[config.mk]
export PLATFORM = sky130hd
export DESIGN_NAME = mem_op_sequencer
export DESIGN_NICKNAME = d
export VERILOG_FILES = /design/src/rtl/mem_seq_pkg.sv /design/src/rtl/mem_wait_timer.sv /design/src/rtl/mem_op_sequencer.sv
export SDC_FILE = /design/constraint.sdc
export NUM_CORES = 1
export LEC_CHECK = 0
export ABC_CLOCK_PERIOD_IN_PS = 3450
export BUFFER_PORTS_ARGS = -buffer_cell sky130_fd_sc_hd__buf_2
export CAP_MARGIN = 20
export CORE_MARGIN = 2
export CORE_UTILIZATION = 45
export DETAILED_ROUTE_END_ITERATION = 16
export PLACE_DENSITY = 0.92
export RECOVER_POWER = 100
export SLEW_MARGIN = 20
export SYNTH_ARGS = -nofsm -noshare
export SYNTH_HDL_FRONTEND = slang
export SYNTH_SLANG_ARGS = --single-unit
[constraint.sdc]
create_clock -name clock -period 3.45 [get_ports clock]
set_input_delay 0.1725 -clock clock [delete_from_list [all_inputs] [get_ports clock]]
set_output_delay 0.1725 -clock clock [all_outputs]
set_load 0.005 [all_outputs]
[src/rtl/mem_seq_pkg.sv]
// Shared types and constants for the load/store control sequencer family.
// Register indices name bit positions in the one-hot bus select / enable words.
package mem_seq_pkg;

    typedef enum logic [3:0] {
        IDLE, T0, T1, T1W, T2, T3, T4, T5, T6, T6W, T7
    } state_t;

    localparam logic [4:0] OP_LD  = 5'd0;
    localparam logic [4:0] OP_LDI = 5'd1;
    localparam logic [4:0] OP_ST  = 5'd2;

    localparam logic [5:0] ALU_ADD = 6'd0;

    localparam int IDX_ZLO = 19;
    localparam int IDX_PC  = 20;
    localparam int IDX_IR  = 21;
    localparam int IDX_MDR = 22;
    localparam int IDX_MAR = 23;
    localparam int IDX_Y   = 24;
    localparam int IDX_C   = 25;

endpackage

[src/rtl/mem_wait_timer.sv]
// Wait-state counter with timeout compare. Held at zero while clear is high,
// so it always starts from zero when a wait state is entered.
module mem_wait_timer #(
    parameter int WAIT_MAX = 7
) (
    input  logic clock,
    input  logic clr,
    input  logic clear,
    input  logic count_en,
    output logic expired
);
    localparam int CNT_W = $clog2(WAIT_MAX + 1);

    logic [CNT_W-1:0] count_reg;

    always_ff @(posedge clock or posedge clr) begin
        if (clr) begin
            count_reg <= '0;
        end else if (clear) begin
            count_reg <= '0;
        end else if (count_en && !expired) begin
            count_reg <= count_reg + 1'b1;
        end
    end

    assign expired = (count_reg == CNT_W'(WAIT_MAX));

endmodule

[src/rtl/mem_op_sequencer.sv]
// Fetch / ld / ldi / st control sequencer. Memory accesses wait on mem_ready
// and abort with mem_err if it stays low for WAIT_MAX cycles.
module mem_op_sequencer
    import mem_seq_pkg::*;
#(
    parameter int SEL_W    = 32,
    parameter int OPC_W    = 5,
    parameter int WAIT_MAX = 7
) (
    input  logic             clock,
    input  logic             clr,
    input  logic             start,
    input  logic [OPC_W-1:0] opcode,
    input  logic             mem_ready,
    output logic [SEL_W-1:0] enc_input,
    output logic [SEL_W-1:0] reg_enable,
    output logic [5:0]       alu_sel,
    output logic             read,
    output logic             write,
    output logic             inc_pc,
    output logic             gra,
    output logic             grb,
    output logic             grc,
    output logic             r_in,
    output logic             r_out,
    output logic             ba_out,
    output logic             busy,
    output logic             done,
    output logic             mem_err,
    output logic             illegal
);
    state_t           state_reg, state_next;
    logic [OPC_W-1:0] op_reg;
    logic             in_wait, expired, timeout;
    logic             op_is_ld, op_is_ldi;

    function automatic logic [SEL_W-1:0] onehot(input int idx);
        onehot = SEL_W'(1) << idx;
    endfunction

    function automatic logic is_legal(input logic [OPC_W-1:0] op);
        is_legal = (op == OPC_W'(OP_LD)) || (op == OPC_W'(OP_LDI)) ||
                   (op == OPC_W'(OP_ST));
    endfunction

    // Opcode is captured at decode so later steps do not depend on the IR field.
    always_ff @(posedge clock or posedge clr) begin
        if (clr) begin
            state_reg <= IDLE;
            op_reg    <= '0;
        end else begin
            state_reg <= state_next;
            if (state_reg == T3) begin
                op_reg <= opcode;
            end
        end
    end

    assign op_is_ld  = (op_reg == OPC_W'(OP_LD));
    assign op_is_ldi = (op_reg == OPC_W'(OP_LDI));
    assign in_wait   = (state_reg == T1W) || (state_reg == T6W) ||
                       ((state_reg == T6) && op_is_ld);
    assign timeout   = in_wait && !mem_ready && expired;

    mem_wait_timer #(.WAIT_MAX(WAIT_MAX)) u_timer (
        .clock    (clock),
        .clr      (clr),
        .clear    (!in_wait),
        .count_en (in_wait && !mem_ready),
        .expired  (expired)
    );

    always_comb begin
        state_next = state_reg;
        case (state_reg)
            IDLE: if (start) state_next = T0;
            T0:   state_next = T1;
            T1:   state_next = T1W;
            T1W:  if (mem_ready) state_next = T2;
                  else if (timeout) state_next = IDLE;
            T2:   state_next = T3;
            T3:   state_next = is_legal(opcode) ? T4 : IDLE;
            T4:   state_next = T5;
            T5:   state_next = op_is_ldi ? IDLE : T6;
            T6:   if (!op_is_ld) state_next = T6W;
                  else if (mem_ready) state_next = T7;
                  else if (timeout) state_next = IDLE;
            T6W:  if (mem_ready || timeout) state_next = IDLE;
            T7:   state_next = IDLE;
            default: state_next = IDLE;
        endcase
    end

    always_comb begin
        enc_input  = '0;
        reg_enable = '0;
        alu_sel    = ALU_ADD;
        read       = 1'b0;
        write      = 1'b0;
        inc_pc     = 1'b0;
        gra        = 1'b0;
        grb        = 1'b0;
        grc        = 1'b0;
        r_in       = 1'b0;
        r_out      = 1'b0;
        ba_out     = 1'b0;
        done       = 1'b0;
        mem_err    = 1'b0;
        illegal    = 1'b0;
        busy       = (state_reg != IDLE);
        case (state_reg)
            T0: begin
                enc_input  = onehot(IDX_PC);
                reg_enable = onehot(IDX_MAR) | onehot(IDX_ZLO);
                inc_pc     = 1'b1;
            end
            T1: begin
                enc_input  = onehot(IDX_ZLO);
                reg_enable = onehot(IDX_PC);
                read       = 1'b1;
            end
            T1W: begin
                read    = !timeout;
                mem_err = timeout;
                if (mem_ready) reg_enable = onehot(IDX_MDR);
            end
            T2: begin
                enc_input  = onehot(IDX_MDR);
                reg_enable = onehot(IDX_IR);
            end
            T3: begin
                grb        = 1'b1;
                ba_out     = 1'b1;
                reg_enable = onehot(IDX_Y);
                illegal    = !is_legal(opcode);
            end
            T4: begin
                enc_input  = onehot(IDX_C);
                alu_sel    = ALU_ADD;
                reg_enable = onehot(IDX_ZLO);
            end
            T5: begin
                enc_input = onehot(IDX_ZLO);
                if (op_is_ldi) begin
                    gra  = 1'b1;
                    r_in = 1'b1;
                    done = 1'b1;
                end else begin
                    reg_enable = onehot(IDX_MAR);
                end
            end
            T6: begin
                if (op_is_ld) begin
                    read    = !timeout;
                    mem_err = timeout;
                    if (mem_ready) reg_enable = onehot(IDX_MDR);
                end else begin
                    gra        = 1'b1;
                    r_out      = 1'b1;
                    reg_enable = onehot(IDX_MDR);
                end
            end
            T6W: begin
                write   = !timeout;
                mem_err = timeout;
                done    = mem_ready;
            end
            T7: begin
                enc_input = onehot(IDX_MDR);
                gra       = 1'b1;
                r_in      = 1'b1;
                done      = 1'b1;
            end
            default: ;
        endcase
    end

endmodule

==> results.ini <==
[place]
dp_hpwl_um=2036
placed_area_um2=1300
place.gp.congestion=0.8278
place.port_buffers=30

[clock_network]
clockBufferDepth=2
cts-root-buf=clkbuf_4
cts_tree=done
htree_levels=1
cts_hold_buf=1
post_cts_resized=0
cts_setup_buffers=0
clock_sinks=12
cts_buffers=3
clkSlewWorstSetupHoldPaths_ns=0.09
clk_latency_ns=0.28

[finish]
final-seq-area_um2=300.3
antenna_cells=0
layout.nets=210
fin_area_um2=1321
largest_reg_flops=5
post-route-util_pct=44.00
fillers=323
multi_input_area_um2=777.0
syn_to_final_growth_pct=-5.036
drive_above_1_share_pct=12.63

[floorplanning]
ios=92
num_rows=20
initial_core_util_pct=46.33
die-area_um2=3553
core_region_area_um2=3003
dieWidth_um=59.61
fp.dieH_um=59.61

[grt]
grt_max_degree=23
antenna_found_initial=0
grt_pass1_wl_um=4243
grt_pass1_vias=927
track_usage_pct=15.43
grt_overflow_total=0

[sta]
hold_violations=0
fmax_ghz=0.4252
timing.hold.ws_ns=0.1350
fin_crit_sh_pct=68.18
slew_viol_final=0
fin_skew_ns=0.008004
rsz0062_at_grt=false
period_minus_slack_ns=2.352
finalSetupViolCount=0
finalSetupTns_ns=0
relSlewSlack_pct=34.15
worst_pin_slew_ns=0.9628

[worst_setup_path]
crit_fanout=8
critPathMostFrequentCell=or4_1
rrSetupSlack_ns=1.30
critPathTopFamily=simple AND/OR/NAND/NOR gates
path_buf_inv=1
max_stage_delay_ns=0.67
start_kind=flip-flop
crit_start=op_reg[1]
cp_data_required_time_ns=3.28
cp.arrival_ns=2.18
crit_chain=or4_1, or4_1, a211oi_1, clkbuf_1
r2r_cells=3
crit_path_top_delay_cell=or4_1
end_kind=primary output
r2r_start=state_reg[2]
rr_endpoint=op_reg[4]
worstSetupPathType=reg -> out

[logic_synthesis]
synth_ff_type=dfrtp_1
synthArstFlopShare_pct=100.0
synth_area_leaders=buf_4 34%, dfrtp_1 22%, mux2_2 4.0%, nor3_1 3.2%, o21ai_0 2.5%
yosysSeqAreaShare_pct=21.58
synthCells=175
synth_area_leader_cell=buf_4
synth_cell_types=39
synth_warnings=0
ys_ff_latch=12
synth_area_um2=1391
synth_edf_count=0
synth_top_area_share_pct=33.99
avgSynthCellArea_um2=7.950

[power_and_ir_drop]
power.density_nw_per_um2=674.3
leakage_nw=0.6562
power_report.internal_total_mw=0.4538
comb_power_share_pct=49.2
pwr-share-clk_pct=13.1
ir_drop_v=0.0002837
p_seq_share_pct=37.7
switchingPower_mw=0.4372
switching_share_pct=49.07

[routing]
drt_iter0_drc=54
num_vias=1135
wl_per_cell_um=11.73
ant_nets=0
first_pass_iters=4
drt-vias-per-instance=4.913
drt-total-wl_um=2709
remaining_drc_errors=0

[hold_path]
worstHoldStart=opcode[3]
hp-class=in -> reg
min_to=op_reg[3]
min_delay_path_depth=2

[run_status]
outcome=completed

[flow_run]
cap_violations=0

cell usage after synthesis (all sizes together) (2+ instances only):
cell type	instances
xnor2	2
nor4	2
nand3	5
a211oi	2
or4	2
buf	66
o21ai	7
nor2	6
nor2b	3
o211ai	3
nor3	10
dfrtp	12
o31ai	2
nor3b	3
nand2	7
clkbuf	6
ha	2
inv	7
mux2	5
nand4	2
mux2i	3
nand2b	2
a21oi	3
layer usage:
metal | track usage, % | vias up | routed length [um]
li1 | - | 523 | -
met1 | 21.24 | 539 | 1163
met2 | 24.65 | 73 | 1316
met3 | 2.620 | 0 | 229
met4 | 4.762 | 0 | 0
met5 | 0 | - | 0
per-stage QoR:
| stage | setup WS, ns | instances | power, mW |
|---|---|---|---|
| floorplan | 1.600 | 235 | 0.6952 |
| global placement | 1.444 | 226 | 0.7623 |
| detailed placement | 1.423 | 226 | 0.7802 |
| CTS | 1.105 | 231 | 0.9021 |
| global route | 1.018 | 231 | 0.9773 |
| finish | 1.098 | 231 | 0.8909 |
cells in the final DEF (no fill, tap or decap), types with 2 or more instances in the layout:
cell	netlist	layout
a21oi_1	3	3
o31ai_1	2	2
clkbuf_2	0	3
nor3_1	9	10
o211ai_1	3	3
nand2_1	7	7
nor2b_1	3	3
nor3b_1	3	3
xnor2_1	2	2
nand4_1	2	2
clkbuf_4	0	3
dfrtp_1	12	12
or4_1	2	2
nand3_1	5	5
conb_1	1	61
inv_1	7	7
mux2_2	5	5
o21ai_0	7	7
nand2b_1	2	2
buf_2	1	11
clkbuf_1	6	16
ha_1	2	2
mux2i_1	3	3
nor2_1	6	6
nor4_1	2	2
a211oi_1	2	2
power by group through the flow:
| stage | logic [mW] | clock network [mW] | registers (mW) |
|---|---|---|---|
| 2_1_floorplan | 0.459 | 0 | 0.236 |
| 6_report | 0.438 | 0.116 | 0.336 |
| 4_1_cts | 0.451 | 0.120 | 0.332 |
| 3_5_place_dp | 0.446 | 0 | 0.335 |
| 3_3_place_gp | 0.438 | 0 | 0.325 |
| 5_1_grt | 0.496 | 0.129 | 0.352 |
how the worst max path moves through the flow:
stage | end | cells past startpoint | slack, ns
2_1_floorplan | read | 4 | 1.60
3_3_place_gp | read | 4 | 1.44
3_5_place_dp | read | 4 | 1.42
4_1_cts | read | 4 | 1.10
5_1_grt | ba_out | 3 | 1.02
6_report | read | 4 | 1.10
kinds of logic (layout without fill, tap and decap cells):
logic type / after synthesis / after routing / share of synthesized area (%)
compound gates: 24 / 24 / 11.78
other cells: 1 / 61 / 0.2695
simple gates: 47 / 47 / 18.71
buf+inv: 79 / 42 / 38.40
xor+xnor: 2 / 2 / 1.259
mux: 8 / 8 / 6.205
flops: 12 / 12 / 21.58
fa+ha+maj: 2 / 2 / 1.798
layout make-up:
class                   instances  area share [%]
clock buffers                   4           2.746
multi-input cells             144           58.81
repair buffers                 31           10.61
well taps                      33           3.125
inverters                       7           1.989
flip-flops and latches         12           22.73
Power figures use the tool's default switching activity.
